**config.mk**
```make
export PLATFORM = sky130hd
export DESIGN_NAME = hps_reset_sequencer
export DESIGN_NICKNAME = d
export VERILOG_FILES = /design/src/rtl/hps_reset_sequencer.sv
export SDC_FILE = /design/constraint.sdc
export NUM_CORES = 1
export LEC_CHECK = 0
export BUFFER_PORTS_ARGS = -buffer_cell sky130_fd_sc_hd__buf_4
export CAP_MARGIN = 20
export CORE_MARGIN = 4
export CORE_UTILIZATION = 50
export CTS_BUF_LIST = sky130_fd_sc_hd__clkbuf_16
export CTS_CLUSTER_SIZE = 30
export DETAILED_ROUTE_END_ITERATION = 8
export PLACE_DENSITY = 0.78
export SYNTH_ARGS = -nofsm -noshare
export SYNTH_HDL_FRONTEND = slang
export SYNTH_SLANG_ARGS = --single-unit
```
**constraint.sdc**
```tcl
create_clock -name clk -period 2.4 [get_ports clk]
set_clock_uncertainty 0.1 [all_clocks]
set_input_delay 0.12 -clock clk [delete_from_list [all_inputs] [get_ports clk]]
set_output_delay 0.12 -clock clk [all_outputs]
set_load 0.05 [all_outputs]
```
**src/rtl/hps_reset_sequencer.sv**
```systemverilog
// hps_reset_sequencer
// Serialises the cold / warm / debug HPS reset requests from the source/probe
// into non-overlapping, fixed-width, active-high request pulses. The top level
// inverts them onto the active-low f2h_*_reset_req pins.
//
// Optional build macro: HPS_RST_SEQ_STATS_EN
//   defined   -> saturating 8-bit served-request counters are built
//   undefined -> cold_cnt / warm_cnt / debug_cnt are tied to 0
//
// Parameters
//   COLD_PULSE, WARM_PULSE, DEBUG_PULSE : pulse widths in clocks (>=1)
//   HOLDOFF                             : dead time after any pulse (>=1)
// Ports
//   clk               : FPGA_CLK1_50, the only clock
//   rst               : synchronous active-high reset
//   hps_fpga_reset_n  : request gate; while low new requests are discarded
//   req[2:0]          : level requests {debug, warm, cold}
//   cold_reset        : registered cold request pulse
//   warm_reset        : registered warm request pulse
//   debug_reset       : registered debug request pulse
//   busy              : high while a pulse or its holdoff is in progress
//   pending[2:0]      : latched requests not yet served, same order as req
//   cold_cnt/warm_cnt/debug_cnt : served-request counters (stats build only)

module hps_reset_sequencer #(
    parameter int unsigned COLD_PULSE  = 6,
    parameter int unsigned WARM_PULSE  = 2,
    parameter int unsigned DEBUG_PULSE = 32,
    parameter int unsigned HOLDOFF     = 16
) (
    input  logic       clk,
    input  logic       rst,
    input  logic       hps_fpga_reset_n,
    input  logic [2:0] req,
    output logic       cold_reset,
    output logic       warm_reset,
    output logic       debug_reset,
    output logic       busy,
    output logic [2:0] pending,
    output logic [7:0] cold_cnt,
    output logic [7:0] warm_cnt,
    output logic [7:0] debug_cnt
);

    localparam int unsigned MAX_CW  = (COLD_PULSE > WARM_PULSE) ? COLD_PULSE : WARM_PULSE;
    localparam int unsigned MAX_DH  = (DEBUG_PULSE > HOLDOFF) ? DEBUG_PULSE : HOLDOFF;
    localparam int unsigned MAX_ALL = (MAX_CW > MAX_DH) ? MAX_CW : MAX_DH;
    localparam int unsigned CNT_W   = $clog2(MAX_ALL + 1);

    // One-hot request masks, same bit order as req
    localparam logic [2:0] MASK_COLD  = 3'b001;
    localparam logic [2:0] MASK_WARM  = 3'b010;
    localparam logic [2:0] MASK_DEBUG = 3'b100;

    typedef enum logic [1:0] {
        ST_IDLE    = 2'd0,
        ST_PULSE   = 2'd1,
        ST_HOLDOFF = 2'd2
    } state_t;

    state_t             state_q;
    state_t             state_d;
    logic [CNT_W-1:0]   cnt_q;
    logic [CNT_W-1:0]   cnt_d;
    logic [2:0]         sel_q;
    logic [2:0]         sel_d;
    logic [2:0]         req_q;
    logic               armed_q;
    logic [2:0]         rise;
    logic [2:0]         pend_eff;
    logic [2:0]         start_mask;
    logic [2:0]         pending_d;
    logic [2:0]         out_d;
    logic               busy_d;

    // State, counter, selection, edge detector and pending latch
    always_ff @(posedge clk) begin
        if (rst) begin
            state_q <= ST_IDLE;
            cnt_q   <= '0;
            sel_q   <= '0;
            req_q   <= '0;
            armed_q <= 1'b0;
            pending <= '0;
        end else begin
            state_q <= state_d;
            cnt_q   <= cnt_d;
            sel_q   <= sel_d;
            req_q   <= req;
            armed_q <= 1'b1;
            pending <= pending_d;
        end
    end

    // Rising-edge requests; the first cycle after reset only primes req_q so a
    // level already high at reset release is not mistaken for a new request
    always_comb begin
        rise     = armed_q ? (req & ~req_q) : 3'b000;
        pend_eff = hps_fpga_reset_n ? pending : 3'b000;
    end

    // Next-state: arbitration, pulse/holdoff countdown, cold preemption
    always_comb begin
        state_d    = state_q;
        cnt_d      = cnt_q;
        sel_d      = sel_q;
        start_mask = 3'b000;

        case (state_q)
            ST_IDLE: begin
                if (pend_eff[0]) begin
                    state_d    = ST_PULSE;
                    sel_d      = MASK_COLD;
                    cnt_d      = CNT_W'(COLD_PULSE);
                    start_mask = MASK_COLD;
                end else if (pend_eff[1]) begin
                    state_d    = ST_PULSE;
                    sel_d      = MASK_WARM;
                    cnt_d      = CNT_W'(WARM_PULSE);
                    start_mask = MASK_WARM;
                end else if (pend_eff[2]) begin
                    state_d    = ST_PULSE;
                    sel_d      = MASK_DEBUG;
                    cnt_d      = CNT_W'(DEBUG_PULSE);
                    start_mask = MASK_DEBUG;
                end
            end

            ST_PULSE: begin
                if (pend_eff[0] && !sel_q[0]) begin
                    // Cold aborts a warm/debug pulse and restarts at once;
                    // the aborted request is already out of pending
                    sel_d      = MASK_COLD;
                    cnt_d      = CNT_W'(COLD_PULSE);
                    start_mask = MASK_COLD;
                end else if (cnt_q <= CNT_W'(1)) begin
                    state_d = ST_HOLDOFF;
                    cnt_d   = CNT_W'(HOLDOFF);
                end else begin
                    cnt_d = cnt_q - CNT_W'(1);
                end
            end

            ST_HOLDOFF: begin
                if (cnt_q <= CNT_W'(1)) begin
                    state_d = ST_IDLE;
                    cnt_d   = '0;
                    sel_d   = '0;
                end else begin
                    cnt_d = cnt_q - CNT_W'(1);
                end
            end

            default: begin
                state_d = ST_IDLE;
                cnt_d   = '0;
                sel_d   = '0;
            end
        endcase

        // A rise on the bit being started wins over its clear
        pending_d = hps_fpga_reset_n ? ((pending & ~start_mask) | rise) : 3'b000;
    end

    // Output decode from the next state so the registered pulses line up
    // with the state register
    always_comb begin
        out_d  = 3'b000;
        busy_d = 1'b0;
        if (state_d == ST_PULSE) begin
            out_d = sel_d;
        end
        if (state_d != ST_IDLE) begin
            busy_d = 1'b1;
        end
    end

    // Output registers
    always_ff @(posedge clk) begin
        if (rst) begin
            cold_reset  <= 1'b0;
            warm_reset  <= 1'b0;
            debug_reset <= 1'b0;
            busy        <= 1'b0;
        end else begin
            cold_reset  <= out_d[0];
            warm_reset  <= out_d[1];
            debug_reset <= out_d[2];
            busy        <= busy_d;
        end
    end

`ifdef HPS_RST_SEQ_STATS_EN
    // Saturating counts of pulse starts, preempted pulses included
    always_ff @(posedge clk) begin
        if (rst) begin
            cold_cnt  <= '0;
            warm_cnt  <= '0;
            debug_cnt <= '0;
        end else begin
            if (start_mask[0] && (cold_cnt != 8'hFF)) begin
                cold_cnt <= cold_cnt + 8'd1;
            end
            if (start_mask[1] && (warm_cnt != 8'hFF)) begin
                warm_cnt <= warm_cnt + 8'd1;
            end
            if (start_mask[2] && (debug_cnt != 8'hFF)) begin
                debug_cnt <= debug_cnt + 8'd1;
            end
        end
    end
`else
    assign cold_cnt  = 8'd0;
    assign warm_cnt  = 8'd0;
    assign debug_cnt = 8'd0;
`endif

endmodule

```
Word level (Yosys, flattened, before mapping):

Cells that the tools add are included.

* eq/ne operators: 4
* add/sub/neg operators: 1
* multiplexer cells: 29
* $lt $le $gt $ge: 1
* reductions and logical operators: 6
* bitwise logic cells: 7

Operators by type and width (count)
* two-way mux 6 bit: 6
* two-way mux 3 bit: 10
* case mux 6 bit (3 select lines): 1
* two-way mux 2 bit: 6
* case mux 3 bit (3 select lines): 1
* AND 3 bit: 2
* <= comparator 6 x 1 -> 1 bit, second input constant: 1
* NOT 3 bit: 2
* case mux 2 bit (3 select lines): 1
* case mux 3 bit (2 select lines): 1
* subtractor 6 x 1 -> 6 bit, second input constant: 1
* equality test 2 x 1 -> 1 bit, second input constant: 2
* inequality test 4 bit, second input constant: 1
* OR reduction 2 bit: 2
* two-way mux 1 bit: 3
* bitwise OR 3 bit: 1
* equality test 2 bit, second input constant: 1
* zero test 2 bit: 1
* NOT 1 bit: 2
* nonzero test 2 bit: 1
* logical AND 1 bit: 1
* zero test 1 bit: 1

* word-level logic and storage cells: 58
* output and inout port bits: 31
* bits of input ports: 6
* bits in registers: 22

Longest topological paths before layout:

* depth after elaboration: 8
* depth in mapped cells: 6
* gate-level depth less buffers: 6

Worst setup path after synthesis:

Ideal clock, no wire load.

* path type: reg-to-reg
* start: register pending[0]
* end: register debug_reset
* stages on the path, launching flop included: 4
* data arrival time: 1698 ps
* clock period less this slack: 1913 ps
* path slack: 487 ps
* cell sequence: dfxtp_1 o31ai_1 o32a_1 a2111oi_0

* cells in the longest elaborated chain, start to end: 7
* elaborated cells between the ends (all ways): 11
* classes of those cells: eq/ne: 1; mux: 7; bitwise: 1; reduce/logical: 2

RTL lines
* from (decl): RTL line 39 `output logic [2:0] pending,`
* from (signal assigned): RTL line 91 `pending <= pending_d;`
* two-way mux 3 bit *: RTL line 99 `pend_eff = hps_fpga_reset_n ? pending : 3'b000;`
* logical AND 1 bit: RTL line 130 `if (pend_eff[0] && !sel_q[0]) begin`
* two-way mux 2 bit: RTL line 130
* case mux 2 bit (3 select lines): RTL line 109 `case (state_q)`
* equality test 2 x 1 -> 1 bit: RTL line 170 `if (state_d == ST_PULSE) begin`
* NOT 1 bit (no source line)
* OR reduction 2 bit (no source line)
* to (signal assigned): RTL line 188 `debug_reset <= out_d[2];`
* to (decl): RTL line 37 `output logic debug_reset,`

Every way passes the cells marked *; elsewhere a longest branch is shown, timed or not.
A chain may end at the register's enable or synchronous reset.

Worst setup path after layout:

* start: register cnt_q[0]
* end: register cnt_q[2]

* cells in the longest elaborated chain, start to end: 4
* elaborated cells between the ends (all ways): 6
* classes of those cells: add/sub: 1; order compare: 1; mux: 4

RTL lines
* from (decl): RTL line 63 `logic [CNT_W-1:0] cnt_q;`
* from (signal assigned): RTL line 87 `cnt_q <= cnt_d;`
* subtractor 6 x 1 -> 6 bit or <= comparator 6 x 1 -> 1 bit (tied branches)
* two-way mux 6 bit: RTL line 136 `end else if (cnt_q <= CNT_W'(1)) begin`
* two-way mux 6 bit: RTL line 130
* case mux 6 bit (3 select lines) *: RTL line 109

Marked as above.

==> results.json <==
{
  "cp_cell_sequence": "inv_1 > ha_1 > nor2_1 > nor3_2 > or4b_2 > a31oi_1",
  "synth_compound_area_frac": 0.195,
  "clk_pin_slew_ps": 60,
  "worstMarginPinSlew_ps": 700,
  "yosys.area.top_type": "dfxtp_1",
  "dieArea_um2": 3340,
  "slew_violations": 0,
  "worstSetupPathType": "register to register",
  "rsz0062_at_grt": "no",
  "io_buffers": 12,
  "cts_buffers": 3,
  "async_reset_ff_frac": 0,
  "root_buffer": "clkbuf_16",
  "final.period_utilization": 0.872,
  "drive_gt1_frac": 0.120,
  "ys_top_cells_by_area": "dfxtp_1 36%, buf_4 15%, nor2_1 3.9%, nor2b_1 2.5%, a21oi_1 2.4%",
  "pwr_density_cell_nw_per_um2": 758,
  "rr_worst_depth": 6,
  "diodes": 0,
  "hold_viol_final": 0,
  "cp-start-kind": "register",
  "slowest_delay_ps": 640,
  "cts_max_path_buffers": 2,
  "synth-adder-area-share": 0.0202,
  "crit_path_max_fanout": 6,
  "postSynthCellCount": 145,
  "drt_iter0_markers": 40,
  "crit_required_ps": 2480,
  "fin_crit_ps": 2090,
  "synthSimpleGateAreaFrac": 0.218,
  "ys_ff_latch": 22,
  "whs_ps": 38.5,
  "postCtsSetupBuffers": 0,
  "drt_wl_total_mm": 2.74,
  "grt_usage": 0.168,
  "hp-class": "primary input to register",
  "synth_flop_cell": "dfxtp_1",
  "routedWlPerCell_um": 14.7,
  "yosysUniqueCellTypes": 47,
  "fillCellCount": 198,
  "start_util": 0.545,
  "worstSetupEndpoint": "cnt_q[2]$_SDFFE_PP0P_",
  "fmax_ghz": 0.478,
  "fin_setup_tns_ps": 0,
  "synth-xor-area-share": 0.00706,
  "syn-cell-area_um2": 1240,
  "end_kind": "register",
  "synth_top_family_by_area": "simple AND/OR/NAND/NOR gates",
  "r2r-end": "cnt_q[2]$_SDFFE_PP0P_",
  "cp_slowest_cell": "or4b_2",
  "cts_max_level": 1,
  "cts_hold_buf": 3,
  "ios": 37,
  "grt_pass1_wl_mm": 4.40,
  "cts_tree": "built",
  "max_slew_margin": 0.529,
  "rr_startpoint": "cnt_q[0]$_SDFFE_PP0P_",
  "drt-pass1-iter-count": 4,
  "setup_viol": 0,
  "crit_arrival_ps": 2170,
  "drv_cap": 0,
  "syn2layout_area_growth_pct": 11.6,
  "drc": 0,
  "synth_edf_count": 0,
  "outcome": "complete, no violations",
  "cts.sinks": 22,
  "synth_top_area_share": 0.355,
  "coreArea_um2": 2280,
  "synthTopCellsByCount": "24 x buf_4, 22 x dfxtp_1, 13 x nor2_1",
  "grt_max_degree": 14,
  "die_height_um": 57.8,
  "muxShareOfSynthArea": 0.0202,
  "die_w_um": 57.8,
  "ctsResizeCount": 0,
  "vias": 1059,
  "ys_warn_count": 0,
  "clk_latency_ps": 250,
  "place.gp.congestion": 0.860,
  "yosysMostFrequentCell": "buf_4",
  "grt_pass1_vias": 970,
  "grt_antenna_before_repair": 0,
  "avgViaCountPerCell": 5.69,
  "ant_nets": 0,
  "synth_area_per_cell_um2": 8.55,
  "crit_start": "cnt_q[0]$_SDFFE_PP0P_",
  "num_rows": 17,
  "gr-total-overflow": 0,
  "p_leak_nw": 0.615,
  "ir_worst_vdd_mv": 0.427,
  "nets": 167,
  "ys_seq_area_frac": 0.355,
  "dp.final_hpwl_mm": 1.95,
  "r2r_slack_ps": 310
}
## cell type report
class | instances | area (um^2) | share of cell area
multi-input cells | 111 | 661 | 0.477
flip-flops and latches | 22 | 440 | 0.318
repair buffers | 15 | 120 | 0.0868
clock buffers | 3 | 75.1 | 0.0542
well taps | 28 | 35.0 | 0.0253
clock inverters | 1 | 30.0 | 0.0217
inverters | 6 | 22.5 | 0.0163
## state kept, by name, summed over array words and instances (netlist names)
| name | cells |
|---|---|
| busy | 1 |
| cold_reset | 1 |
| req_q | 3 |
| debug_reset | 1 |
| cnt_q | 6 |
| warm_reset | 1 |
| armed_q | 1 |
| pending | 3 |
| state_q | 2 |
| sel_q | 3 |
## worst min path at each step
stage | startpoint | endpoint | slack, ps | cells past startpoint
finish | rst | cnt_q[1]$_SDFFE_PP0P_ | 40 | 2
detailed placement | req[1] | req_q[1]$_SDFF_PP0_ | 250 | 2
global route | rst | cnt_q[1]$_SDFFE_PP0P_ | 40 | 2
global placement | req[1] | req_q[1]$_SDFF_PP0_ | 240 | 2
CTS | rst | cnt_q[1]$_SDFFE_PP0P_ | 30 | 2
floorplan | rst | armed_q$_DFF_P_ | 140 | 1
## layer usage
metal  up-vias  global-route usage  routed length [um]
met5         -                   0                   0
met4         0              0.0795                  36
met3         5              0.0356                 261
met2        57               0.282                1360
met1       495               0.204                1080
li1        502                   -                   -
## critical path, delay by kind of cell (launching register included)
kind	cells	cell delay, ps
compound gates	1	190
buf+inv	1	110
fa+ha+maj	1	270
flops	1	410
simple gates	3	940
## metrics by stage
step | std cells | utilization | worst slack (ps) | area, um^2 | power, mW
6_report | 186 | 0.608 | 306 | 1380 | 1.05
3_5_place_dp | 179 | 0.549 | 323 | 1250 | 0.587
2_1_floorplan | 168 | - | 487 | 1330 | 0.589
4_1_cts | 186 | 0.608 | 309 | 1380 | 1.05
5_1_grt | 186 | 0.608 | 197 | 1380 | 1.09
3_3_place_gp | 179 | 0.549 | 434 | 1250 | 0.585
## placed cells by master, fill, tap and decap left out, types with 3 or more instances in the layout
cell           synthesis  layout
nand2_1                8       8
inv_1                  6       6
nor2b_1                5       5
conb_1                 1      24
a31oi_1                3       3
clkbuf_16              0       3
buf_4                 24      12
dlygate4sd3_1          0       3
nor2_1                13      13
a21oi_1                6       6
dfxtp_1               22      22
or3_1                  3       3
o21ai_0                3       3
## power breakdown
| part | leakage, nW | switching [mW] | internal, mW |
|---|---|---|---|
| clock | 0.0511 | 0.130 | 0.331 |
| combinational | 0.385 | 0.148 | 0.0459 |
| sequential | 0.179 | 0.0161 | 0.378 |
## kinds of logic (layout without fill, tap and decap cells)
| group | Yosys count | after routing |
|---|---|---|
| AO/OA/AOI/OAI | 33 | 33 |
| XOR/XNOR | 1 | 1 |
| adder cells (fa/ha/maj) | 2 | 2 |
| buffers and inverters | 35 | 25 |
| flip-flops | 22 | 22 |
| multiplexers | 2 | 2 |
| other | 1 | 24 |
| AND/OR/NAND/NOR | 49 | 49 |
(Power assumes the default switching activity.)
